<file path="src/rtl/poly_deriv_ctrl.sv">
// Polynomial derivative evaluator: computes p'(x) for p(x) = sum a_i * x^i, degree 0..7.
// The derivative coefficients are built first, one per cycle. The result is then evaluated
// by Horner's rule. A single multiplier and a single adder are shared across both phases.
// Optional build macro POLY_DERIV_OVF_DETECT_EN enables the sticky truncation-overflow flag.
// When the macro is undefined, ovf is tied low.
module poly_deriv_ctrl #(
  parameter int unsigned WIDTH = 8,
  parameter int unsigned ACC_W = 2 * WIDTH
) (
  input  logic                    clk,
  input  logic                    rst,
  input  logic                    coef_we,
  input  logic [2:0]              coef_addr,
  input  logic signed [WIDTH-1:0] coef_data,
  input  logic                    start,
  input  logic signed [WIDTH-1:0] x_in,
  input  logic [2:0]              degree,
  output logic                    busy,
  output logic                    done,
  output logic signed [ACC_W-1:0] result,
  output logic                    ovf
);

  localparam int unsigned PW = ACC_W + WIDTH;

  typedef enum logic [1:0] {StIdle, StDeriv, StEval, StDone} state_e;

  state_e                    state_q, state_d;
  logic [2:0]                cnt_q;
  logic [2:0]                deg_q;
  logic signed [WIDTH-1:0]   x_q;
  logic signed [WIDTH-1:0]   a_q [8];
  logic signed [ACC_W-1:0]   d_q [7];
  logic signed [ACC_W-1:0]   acc_q;
  logic signed [ACC_W-1:0]   result_q;

  logic signed [ACC_W-1:0]   mul_a;
  logic signed [WIDTH-1:0]   mul_b;
  logic signed [PW-1:0]      prod;
  logic signed [ACC_W-1:0]   d_sel;
  logic signed [PW:0]        eval_full;
  logic signed [ACC_W-1:0]   deriv_val;
  logic signed [ACC_W-1:0]   eval_val;

  // Shared multiplier: i * a[i] while deriving, acc * x while evaluating
  always_comb begin
    mul_a = acc_q;
    mul_b = x_q;
    if (state_q == StDeriv) begin
      mul_a = ACC_W'(a_q[cnt_q]);
      mul_b = WIDTH'(cnt_q);
    end
    prod = PW'(mul_a) * PW'(mul_b);
  end

  // Shared adder: Horner step acc * x + d[k], kept one bit wider to expose carry-out
  always_comb begin
    d_sel = '0;
    for (int k = 0; k < 7; k++) begin
      if (cnt_q == 3'(k)) d_sel = d_q[k];
    end
    eval_full = (PW+1)'(prod) + (PW+1)'(d_sel);
    deriv_val = prod[ACC_W-1:0];
    eval_val  = eval_full[ACC_W-1:0];
  end

  // State register
  always_ff @(posedge clk) begin
    if (rst) state_q <= StIdle;
    else     state_q <= state_d;
  end

  // Next-state logic
  always_comb begin
    state_d = state_q;
    unique case (state_q)
      StIdle:  if (start) state_d = (degree != 3'd0) ? StDeriv : StDone;
      StDeriv: if (cnt_q == deg_q) state_d = StEval;
      StEval:  if (cnt_q == 3'd0) state_d = StDone;
      StDone:  state_d = StIdle;
      default: state_d = StIdle;
    endcase
  end

  // Status outputs decoded from the current state
  always_comb begin
    busy = (state_q != StIdle);
    done = (state_q == StDone);
  end

  assign result = result_q;

  // Datapath: coefficient bank, derivative bank, Horner accumulator and result
  always_ff @(posedge clk) begin
    if (rst) begin
      cnt_q    <= '0;
      deg_q    <= '0;
      x_q      <= '0;
      acc_q    <= '0;
      result_q <= '0;
      for (int k = 0; k < 8; k++) a_q[k] <= '0;
      for (int k = 0; k < 7; k++) d_q[k] <= '0;
    end else begin
      unique case (state_q)
        StIdle: begin
          if (coef_we) a_q[coef_addr] <= coef_data;
          if (start) begin
            x_q   <= x_in;
            deg_q <= degree;
            cnt_q <= 3'd1;
            if (degree == 3'd0) result_q <= '0;
          end
        end
        StDeriv: begin
          // cnt_q is i here; d[i-1] holds i * a[i]
          for (int k = 0; k < 7; k++) begin
            if (cnt_q == 3'(k + 1)) d_q[k] <= deriv_val;
          end
          acc_q <= '0;
          if (cnt_q == deg_q) cnt_q <= deg_q - 3'd1;
          else                cnt_q <= cnt_q + 3'd1;
        end
        StEval: begin
          // cnt_q is k here, counting down to 0
          acc_q <= eval_val;
          cnt_q <= cnt_q - 3'd1;
          if (cnt_q == 3'd0) result_q <= eval_val;
        end
        default: ;
      endcase
    end
  end

`ifdef POLY_DERIV_OVF_DETECT_EN
  logic ovf_q;
  logic deriv_ovf;
  logic eval_ovf;

  // Truncation is lossless only when every dropped bit equals the kept sign bit
  assign deriv_ovf = !((&prod[PW-1:ACC_W-1]) || !(|prod[PW-1:ACC_W-1]));
  assign eval_ovf  = !((&eval_full[PW:ACC_W-1]) || !(|eval_full[PW:ACC_W-1]));

  // Sticky overflow, cleared by reset or an accepted start
  always_ff @(posedge clk) begin
    if (rst) begin
      ovf_q <= 1'b0;
    end else begin
      unique case (state_q)
        StIdle:  if (start) ovf_q <= 1'b0;
        StDeriv: if (deriv_ovf) ovf_q <= 1'b1;
        StEval:  if (eval_ovf) ovf_q <= 1'b1;
        default: ;
      endcase
    end
  end

  assign ovf = ovf_q;
`else
  logic unused_hi;
  assign unused_hi = ^eval_full[PW:ACC_W];
  assign ovf = 1'b0;
`endif

endmodule

</file>
<file path="config.mk">
export PLATFORM = sky130hd
export DESIGN_NAME = poly_deriv_ctrl
export DESIGN_NICKNAME = d
export VERILOG_FILES = /design/src/rtl/poly_deriv_ctrl.sv
export SDC_FILE = /design/constraint.sdc
export NUM_CORES = 1
export LEC_CHECK = 0
export CAP_MARGIN = 20
export CORE_MARGIN = 1.5
export CORE_UTILIZATION = 55
export CTS_BUF_LIST = sky130_fd_sc_hd__clkbuf_8
export DETAILED_ROUTE_END_ITERATION = 7
export GPL_TIMING_DRIVEN = 0
export PLACE_DENSITY = 0.84
export SETUP_SLACK_MARGIN = 0.15
export SYNTH_ARGS = -nofsm -noshare
export SYNTH_HDL_FRONTEND = slang
export SYNTH_SLANG_ARGS = --single-unit
</file>
<file path="constraint.sdc">
create_clock -name clk -period 7.87 [get_ports clk]
set_input_delay 1.574 -clock clk [delete_from_list [all_inputs] [get_ports clk]]
set_output_delay 1.574 -clock clk [all_outputs]
set_load 0.005 [all_outputs]
</file>
---- After elaboration in Yosys (flattened, before gate mapping) ----
Memories as Yosys holds them, arrays and structs flattened. A register that Yosys moved wholly into a read port is not among the register bits.
Cells that the tools add are included.
word-level totals
  register bits ........................... 48
  output and inout bits ................... 19
  memories ................................ 2
  memory bits (writable) .................. 176
memory list
  memory  depth  width  rd ports  clocked after Yosys merged registers in  wr ports  line  source
  d_q     7      16     7         0                                        7         33    logic signed [ACC_W-1:0] d_q [7];
  a_q     8      8      1         1                                        8         32    logic signed [WIDTH-1:0] a_q [8];
cells by class
  mux-type cells .......................... 68
  add/sub/neg operators ................... 4
  eq/ne operators ......................... 15
  bitwise gates (word level) .............. 7
  reduce and logical (&&, ||, !) cells .... 13
  $mul .................................... 1
operators by type and width
  cell                                                 count
  two-way mux 16 bit                                   18
  case mux 16 bit (2 select lines)                     2
  two-way mux 1 bit                                    35
  adder 16 bit                                         1
  multiplier 16 x 8 -> 16 bit                          1
  two-way mux 8 bit                                    2
  two-way mux 3 bit                                    5
  equality test 3 bit, second input constant           4
  case mux 3 bit (3 select lines)                      1
  two-way mux 2 bit                                    4
  case mux 2 bit (4 select lines)                      1
  OR reduction 8 bit                                   1
  bitwise OR 1 bit                                     7
  equality test 3 x 2 -> 1 bit, second input constant  2
  zero test 3 bit                                      2
  inequality test 2 bit, second input constant         3
  nonzero test 2 bit                                   3
  nonzero test 3 bit                                   2
  subtractor 3 x 1 -> 3 bit, second input constant     2
  equality test 2 bit, second input constant           2
  AND reduction 2 bit                                  2
  AND reduction 4 bit                                  1
  adder 3 x 1 -> 3 bit, second input constant          1
  equality test 3 x 1 -> 1 bit, second input constant  1
  5 further kinds                                      5

---- Longest topological paths before layout ----
Gate-level depths: netlist of the first run.
  depth after elaboration ................. 11
  gate-level depth with buffers ........... 31

---- Worst setup path before layout of the first run ----
No wires, ideal clock.
  path type ............................... reg-to-reg
  start ................................... register with a tool-made name
  end ..................................... register result_q[15], in the netlist result[15]
  cell stages (with the launch flop) ...... 31
  buffers on the path ..................... 2
  data arrival time ....................... 6.485 ns
  period minus slack after synthesis ...... 6.601 ns
  setup slack ............................. 1.269 ns
  cell sequence ........................... dfxtp_1 -> buf_6 -> buf_2 -> mux4_2 -> mux2i_1 -> nor2_1 -> a21oi_1 -> nor2_1 -> fa_1 -> inv_1 -> fa_1 -> inv_1 -> fa_1 -> inv_1 -> fa_1 -> inv_1 -> ha_1 -> a21oi_1 -> o21bai_1 -> a21oi_1 -> o21bai_1 -> a21oi_1 -> o21ai_1 -> xnor2_1 -> inv_1 -> ha_1 -> a21oi_1 -> o21ai_2 -> xor2_1 -> xnor2_1 -> a22o_1
RTL lines
  what                  line  source
  to (signal assigned)  127   if (cnt_q == 3'd0) result_q <= eval_val;
  to (decl)             35    logic signed [ACC_W-1:0] result_q;

---- Worst setup path after layout of the first run ----
  start ................................... register state_q[1]
  end ..................................... register acc_q[15]
on the way
  cells in the longest elaborated chain, start to end .. 5
  elaborated cells between the ends (all ways) .. 8
  those cells by class .................... add/sub: 1; mul: 1; eq/ne: 2; mux: 3; reduce/logical: 1
ends and longest elaborated chain
  what                                                            line  source
  from (decl)                                                     28    state_e state_q, state_d;
  from (signal assigned)                                          69    if (rst) state_q <= StIdle;
  from (signal assigned)                                          70    else state_q <= state_d;
  equality test 2 x 1 -> 1 bit (*)                                49    if (state_q == StDeriv) begin
  two-way mux 16 bit / two-way mux 8 bit (equally long branches)  49
  multiplier 16 x 8 -> 16 bit (*)                                 53    prod = PW'(mul_a) * PW'(mul_b);
  net prod[12]                                                    39    logic signed [PW-1:0] prod;
  adder 16 bit (*)                                                62    eval_full = (PW+1)'(prod) + (PW+1)'(d_sel);
  case mux 16 bit (2 select lines) (*)                            104   unique case (state_q)
  to (signal assigned)                                            125   acc_q <= eval_val;
  to (decl)                                                       34    logic signed [ACC_W-1:0] acc_q;
The timed path passes the listed nets; every way through them passes the cells marked *.
A chain may end at the register's enable or synchronous reset.

==> impl_metrics.py, run 1 <==
metrics = {
    "run_status": {
        "status": "finished clean",
    },
    "sta": {
        "period_share_pct": 93.73,
        "worst_pin_slew_ns": 0.9699,
        "layout_min_cycle_time_ns": 7.377,
        "maxSlewViolCount": 0,
        "rsz0062_at_grt": "false",
        "finalSetupViolations": 0,
        "finalHoldViolations": 0,
        "maxSlewHeadroom_pct": 34.84,
        "whs_ns": 0.4547,
        "fmax_mhz": 135.6,
        "finalClockSkew_ns": 0.04040,
    },
    "placed_design": {
        "dp.cells": 1740,
        "numPortBuffers": 43,
        "place_congestion": 0.9224,
        "dp_hpwl_um": 24960,
    },
    "clock_tree": {
        "path_clk_slew_ns": 0.06,
        "htree_levels": 2,
        "numCtsBuffers": 39,
        "cts_tree": "yes",
        "insertion_delay_ns": 0.57,
        "ctsHoldBuffers": 0,
        "cts_sinks": 227,
        "root_buffer": "clkbuf_8",
        "clk_path_buf_depth": 3,
    },
    "worst_setup_path": {
        "rr_worst_depth": 28,
        "ff2ff_setup_slack_ns": 0.49,
        "crit_path_max_incr_delay_ns": 0.54,
        "r2r-start": "state_q[1]$_SDFFE_PP0P_",
        "r2r_end": "acc_q[15]$_SDFFE_PP0N_",
        "cpMaxStageDelayCell": "fa_1",
        "path_class": "reg -> reg",
        "cp.arrival_ns": 7.81,
        "cp_max_fo": 10,
        "crit_path_frequent_cell": "inv_1",
        "cp-end-kind": "flip-flop",
        "crit_required_ns": 8.31,
        "startpoint_type": "flip-flop",
    },
    "global_routing": {
        "antenna_found_initial": 0,
        "gr-usage-all-layers_pct": 26.15,
        "grt_pass1_wl_um": 53310,
        "grt_max_degree": 17,
        "grt_pass1_vias": 10500,
        "grt_overflow": 0,
    },
    "cells_and_area": {
        "n_antenna_cell": 0,
        "area_delta_synth_final_pct": 12.31,
        "layoutNonFillerInstCount": 1817,
        "final_nets": 1612,
        "post_route_cells_drive_above_1_share_pct": 7.368,
        "final_core_util_pct": 63.14,
    },
    "logic_synthesis": {
        "synth_cell_types": 61,
        "yosys-top-cells-area": "edfxtp_1 (39%), fa_1 (9.1%), dfxtp_1 (7.4%), nor2_1 (5.6%), ha_1 (5.6%)",
        "synth_flop_cell": "edfxtp_1",
        "yosysSeqAreaShare_pct": 45.99,
        "syn_inst": 1372,
        "synthesis.nets": 1521,
        "synth_top_area_share_pct": 38.54,
        "yosysTopAreaCell": "edfxtp_1",
        "ys_ff_latch": 227,
        "ys_async_sr_fraction_pct": 0,
        "syn-cell-area_um2": 13710,
        "avgSynthCellArea_um2": 9.994,
        "synth_edf_count": 176,
        "yosysWarnings": 0,
    },
    "detailed_routing": {
        "dr.pass1.iters": 7,
        "wl_per_cell_um": 18.08,
        "via_count": 10380,
        "routed_wl_um": 32850,
        "drt_iter0_markers": 989,
        "viasPerCell": 5.715,
        "antenna_left": 0,
        "remaining_drc_errors": 0,
    },
    "hold_path": {
        "hold_end": "result[9]$_SDFFE_PP0P_",
        "hold_depth": 2,
        "hp-start": "result[9]$_SDFFE_PP0P_",
        "hp-class": "reg -> reg",
    },
    "power_and_ir_drop": {
        "irDropWorstVdd_mv": 0.1767,
        "cellPowerDensity_nw_per_um2": 281.0,
        "p_leak_nw": 6.028,
    },
    "floorplan": {
        "die_w_um": 160.9,
        "initial_core_util_pct": 56.22,
        "num_rows": 57,
        "io-pin-count": 45,
        "die_y_um": 160.9,
        "die_area_um2": 25890,
        "core_um2": 24390,
    },
    "flow_run": {
        "cap_violations": 0,
    },
}
==> worst max path at each step <==
| stage | depth (start not counted) | slack (ns) | start | endpoint |
|---|---|---|---|---|
| floorplan | 30 | 1.27 | flip-flop | result[15]$_SDFFE_PP0P_ |
| global placement | 29 | 0.09 | state_q[1]$_SDFFE_PP0P_ | result[15]$_SDFFE_PP0P_ |
| detailed placement | 29 | -0.15 | state_q[1]$_SDFFE_PP0P_ | acc_q[15]$_SDFFE_PP0N_ |
| CTS | 29 | 0.24 | state_q[1]$_SDFFE_PP0P_ | acc_q[15]$_SDFFE_PP0N_ |
| global route | 29 | 0.14 | flip-flop | acc_q[15]$_SDFFE_PP0N_ |
| finish | 28 | 0.49 | state_q[1]$_SDFFE_PP0P_ | acc_q[15]$_SDFFE_PP0N_ |
==> metal layers <==
layer | routed length (µm) | part of all wire (%) | global-route usage, %
met1 | 12940 | 39 | 33.33
met2 | 15970 | 49 | 43.83
met3 | 2831 | 8.6 | 4.778
met4 | 1114 | 3.4 | 11.36
met5 | 0 | 0 | 0
==> cell type report <==
type                    instances  area [µm²]
clock buffers                  40       550.5
plain buffers                  66       277.8
fillers                      1918        8991
flip-flops and latches        227        6306
well taps                     324       405.4
clock inverters                31       201.4
multi-input cells             955        6721
inverters                     124       469.2
repair buffers                 50       467.9
==> power breakdown <==
group          switching (W)  total (W)  internal, W
registers          0.0000655    0.00146      0.00140
logic                0.00118    0.00182     0.000644
clock network       0.000494    0.00104     0.000548
total                0.00174    0.00433      0.00259
==> cells in the final DEF (no fill, tap or decap), types with 6 or more instances in the layout <==
cell type / synthesis / final
or2_2: 6 / 6
xnor2_1: 25 / 23
a21o_1: 6 / 6
edfxtp_1: 176 / 176
nor2_1: 206 / 206
nand2_1: 170 / 170
nand2b_1: 12 / 12
o21a_1: 20 / 20
mux4_2: 16 / 16
fa_1: 62 / 62
clkbuf_8: 0 / 40
ha_1: 61 / 61
dfxtp_1: 51 / 51
o211ai_1: 16 / 16
inv_1: 121 / 127
clkbuf_1: 55 / 50
and2_1: 80 / 80
nor2b_1: 7 / 7
clkinv_1: 2 / 17
nand3_1: 19 / 19
xor2_1: 13 / 13
a22oi_1: 15 / 15
buf_2: 4 / 9
clkbuf_2: 0 / 6
nor3_1: 13 / 13
mux2i_1: 16 / 12
o21ai_0: 53 / 52
a21oi_1: 83 / 82
clkdlybuf4s50_1: 0 / 43
==> worst max-delay path, delay by kind of cell, from the launching register on <==
family | cells | cell delay [ns]
buf+inv | 7 | 0.94
simple gates | 2 | 0.30
mux | 1 | 0.53
flops | 1 | 0.33
fa+ha+maj | 7 | 2.92
compound gates | 8 | 1.59
xor+xnor | 3 | 0.63
==> logic make-up (layout without fill, tap and decap cells) <==
logic type / after synthesis / in the layout / synth area share, %
flip-flops: 227 / 227 / 45.99
XOR/XNOR: 39 / 39 / 2.546
AND/OR/NAND/NOR: 525 / 525 / 16.88
AO/OA/AOI/OAI: 234 / 234 / 10.71
adder cells (fa/ha/maj): 123 / 123 / 14.62
other: 1 / 1 / 0.02735
buffers and inverters: 190 / 311 / 5.347
multiplexers: 33 / 33 / 3.878
==> per-stage QoR <==
stage | cell area (µm²) | power (W) | setup TNS (ns) | setup WS, ns
detailed placement | 14550 | 0.003218 | -0.2970 | -0.1550
CTS | 15330 | 0.004276 | 0 | 0.2358
floorplan | 13710 | 0.002694 | 0 | 1.269
global route | 15400 | 0.004562 | 0 | 0.1426
finish | 15400 | 0.004327 | 0 | 0.4932
global placement | 14550 | 0.003163 | 0 | 0.08821
==> synthesized netlist by cell type, types with 5 or more instances <==
library cell,n
nor2_1,206
nand3_1,19
and2_1,80
a22oi_1,15
nand2_1,170
o21ai_1,5
inv_1,121
o211ai_1,16
dfxtp_1,51
mux4_2,16
clkbuf_1,55
edfxtp_1,176
a31oi_1,5
xor2_1,13
nor3_1,13
a211oi_1,5
mux2i_1,16
xnor2_1,25
nand2b_1,12
fa_1,62
a21oi_1,83
a21o_1,6
o21ai_0,53
ha_1,61
o21a_1,20
or2_2,6
nor2b_1,7
==> state kept, by name (all words and copies together), names as in the netlist, named ones only <==
signal / cells
d_q: 112
a_q: 64
acc_q: 16
result: 16
x_q: 8
cnt_q: 3
deg_q: 3
state_q: 2
==> repair_timing <==
| item | in CTS | in global routing |
|---|---|---|
| pin swaps | 0 | 1 |
| buffers inserted | 0 | 1 |
| gates resized for setup | 3 | 21 |
| setup endpoints to repair | 4 | 6 |
Note: power is estimated with default switching activity, not from simulation.
==> inputs of run 2 (changes only) <==
--- a/config.mk
+++ b/config.mk
@@ -7,12 +7,13 @@
 export LEC_CHECK = 0
 export CAP_MARGIN = 20
 export CORE_MARGIN = 1.5
-export CORE_UTILIZATION = 55
-export CTS_BUF_LIST = sky130_fd_sc_hd__clkbuf_8
+export CORE_UTILIZATION = 31
+export CTS_BUF_LIST = sky130_fd_sc_hd__clkbuf_4 sky130_fd_sc_hd__clkbuf_8
 export DETAILED_ROUTE_END_ITERATION = 7
 export GPL_TIMING_DRIVEN = 0
-export PLACE_DENSITY = 0.84
+export PLACE_DENSITY = 0.57
 export SETUP_SLACK_MARGIN = 0.15
+export SLEW_MARGIN = 10
 export SYNTH_ARGS = -nofsm -noshare
 export SYNTH_HDL_FRONTEND = slang
 export SYNTH_SLANG_ARGS = --single-unit
==> impl_metrics.py, run 2 (synthesized netlist as in run 1, its figures left out) <==
metrics = {
    "hold_path": {
        "hp-class": "reg -> reg",
    },
    "floorplan": {
        "io-pin-count": 45,
        "die_y_um": 213.3,
        "die_w_um": 213.3,
        "num_rows": 76,
        "initial_core_util_pct": 31.62,
        "core_um2": 43360,
        "die_area_um2": 45500,
    },
    "detailed_routing": {
        "dr_wl_met2_um": 16290,
        "drt_iter0_markers": 716,
        "top_layer": "met4",
        "met3_length_um": 1769,
        "wl_met1_um": 16240,
        "viasPerCell": 4.806,
        "routed_wl_um": 35120,
        "dr.pass1.iters": 5,
        "wl_per_cell_um": 16.91,
        "via_count": 9983,
        "antenna_left": 0,
        "remaining_drc_errors": 0,
    },
    "cells_and_area": {
        "post_route_cells_drive_above_1_share_pct": 8.384,
        "largest-register": "d_q",
        "reg_top3": "d_q: 112 flops, a_q: 64 flops",
        "mostFrequentLayoutCells": "nor2_1 (206), edfxtp_1 (176), nand2_1 (170), inv_1 (121)",
        "fill_cells": 4418,
        "area_delta_synth_final_pct": 15.30,
        "largest_reg_flops": 112,
        "final_common_cell": "nor2_1",
        "final_nets": 1611,
        "final_core_util_pct": 36.46,
    },
    "global_routing": {
        "grt_max_degree": 17,
        "grt_pass1_vias": 10000,
        "gr-usage-all-layers_pct": 15.87,
        "grt_overflow": 0,
        "grt_pass1_wl_um": 55510,
        "antenna_found_initial": 1,
    },
    "sta": {
        "maxSlewViolCount": 0,
        "finalHoldViolations": 0,
        "worst_pin_slew_ns": 1.121,
        "timing.setup.tns_ns": 0,
        "period_share_pct": 92.72,
        "finalClockSkew_ns": 0.02042,
        "fmax_mhz": 137.0,
        "maxSlewHeadroom_pct": 24.72,
        "layout_min_cycle_time_ns": 7.297,
        "rsz0062_at_grt": "false",
        "finalSetupViolations": 0,
    },
    "power_and_ir_drop": {
        "irDropWorstVdd_mv": 0.1150,
        "switchingPower_w": 0.001784,
        "p_leak_nw": 6.049,
        "sequentialPowerShare_pct": 32.8,
        "cellPowerDensity_nw_per_um2": 281.6,
        "switching_share_pct": 40.06,
        "clkPwrFrac_pct": 25.4,
        "power.internal_w": 0.002669,
        "pwr-share-comb_pct": 41.8,
    },
    "clock_tree": {
        "root_buffer": "clkbuf_8",
        "numCtsBuffers": 41,
        "ctsHoldBuffers": 0,
        "htree_levels": 2,
        "clk_path_buf_depth": 3,
        "insertion_delay_ns": 0.56,
        "path_clk_slew_ns": 0.06,
        "cts_tree": "yes",
        "cts_sinks": 227,
    },
    "placed_design": {
        "place_congestion": 0.8754,
        "dp_hpwl_um": 27430,
        "numPortBuffers": 43,
    },
    "worst_setup_path": {
        "cpMaxStageDelayCell": "fa_1",
        "startpoint_type": "flip-flop",
        "cp_max_fo": 7,
        "cp.arrival_ns": 7.79,
        "crit_required_ns": 8.36,
        "crit_path_max_incr_delay_ns": 0.54,
        "cp-end-kind": "flip-flop",
        "path_class": "reg -> reg",
    },
    "run_status": {
        "status": "finished clean",
    },
    "flow_run": {
        "cap_violations": 0,
    },
}
==> run 2: cell types whose count changed in the layout (fill, tap and decap cells not counted), sizes merged <==
cell and delta:
inv -7, diode +1, clkbuf +11, clkinv -5, clkinvlp +2, buf -3
==> run 2: metal layers <==
metal | vias up | track usage, %
li1 | 4819 | -
met1 | 4843 | 21.45
met2 | 266 | 26.06
met3 | 55 | 2.515
met4 | 0 | 4.978
met5 | - | 0
==> run 2: path summary, 6_finish.rpt <==
kind / from / to / slack (ns) / cells after the start
worst max-delay path: flip-flop / acc_q[15]$_SDFFE_PP0N_ / 0.57 / 28
worst min-delay path: result[7]$_SDFFE_PP0P_ / result[7]$_SDFFE_PP0P_ / 0.45 / 2
worst max register to register: flip-flop / acc_q[15]$_SDFFE_PP0N_ / 0.57 / 28
worst min register to register: result[7]$_SDFFE_PP0P_ / result[7]$_SDFFE_PP0P_ / 0.45 / 2
==> run 2: layout make-up <==
cell class              instances  area [µm²]  share of cell area, %
multi-input cells             955        6736                  42.61
flip-flops and latches        227        6306                  39.89
well taps                     585       732.0                  4.630
clock buffers                  51       658.1                  4.163
inverters                     124       469.2                  2.968
repair buffers                 47       452.9                  2.865
plain buffers                  66       281.5                  1.781
clock inverters                21       171.4                  1.084
diodes                          1       2.502                0.01583
==> run 2: power groups by stage <==
stage               clock network [W]  logic [W]  registers (W)
global route                  0.00120    0.00204        0.00147
detailed placement                  0    0.00180        0.00149
finish                        0.00113    0.00186        0.00146
CTS                           0.00115    0.00183        0.00146
floorplan                           0    0.00123        0.00146
global placement                    0    0.00178        0.00148
==> run 2: stage by stage <==
stage	cells	worst slack (ns)	hold WS (ns)	cell area, µm²	power (W)
after floorplan	1372	1.269	0.4318	13710	0.002694
final	2077	0.5733	0.4550	15810	0.004453
after global routing	2077	0.1530	0.4720	15810	0.004713
after global placement	2000	-0.1652	0.4456	14870	0.003263
after detailed placement	2003	-0.2230	0.4486	14890	0.003282
after CTS	2075	0.1791	0.4562	15750	0.004444
==> run 2: timing repair <==
item                       CTS  global route
cloned                       0             0
pin swaps                    0             2
gates resized for setup      4            24
setup buffers                0             1
setup endpoints to repair    4             6
==> run 2: critical path, delay by kind of cell, from the launching register on <==
| family | cells | cell delay (ns) |
|---|---|---|
| adders and majority gates | 6 | 2.75 |
| AOI/OAI and AO/OA | 9 | 1.67 |
| muxes | 2 | 0.85 |
| xor gates and xnor gates | 3 | 0.68 |
| and+or+nand+nor | 3 | 0.56 |
| buffers and inverters | 5 | 0.37 |
| DFF | 1 | 0.34 |
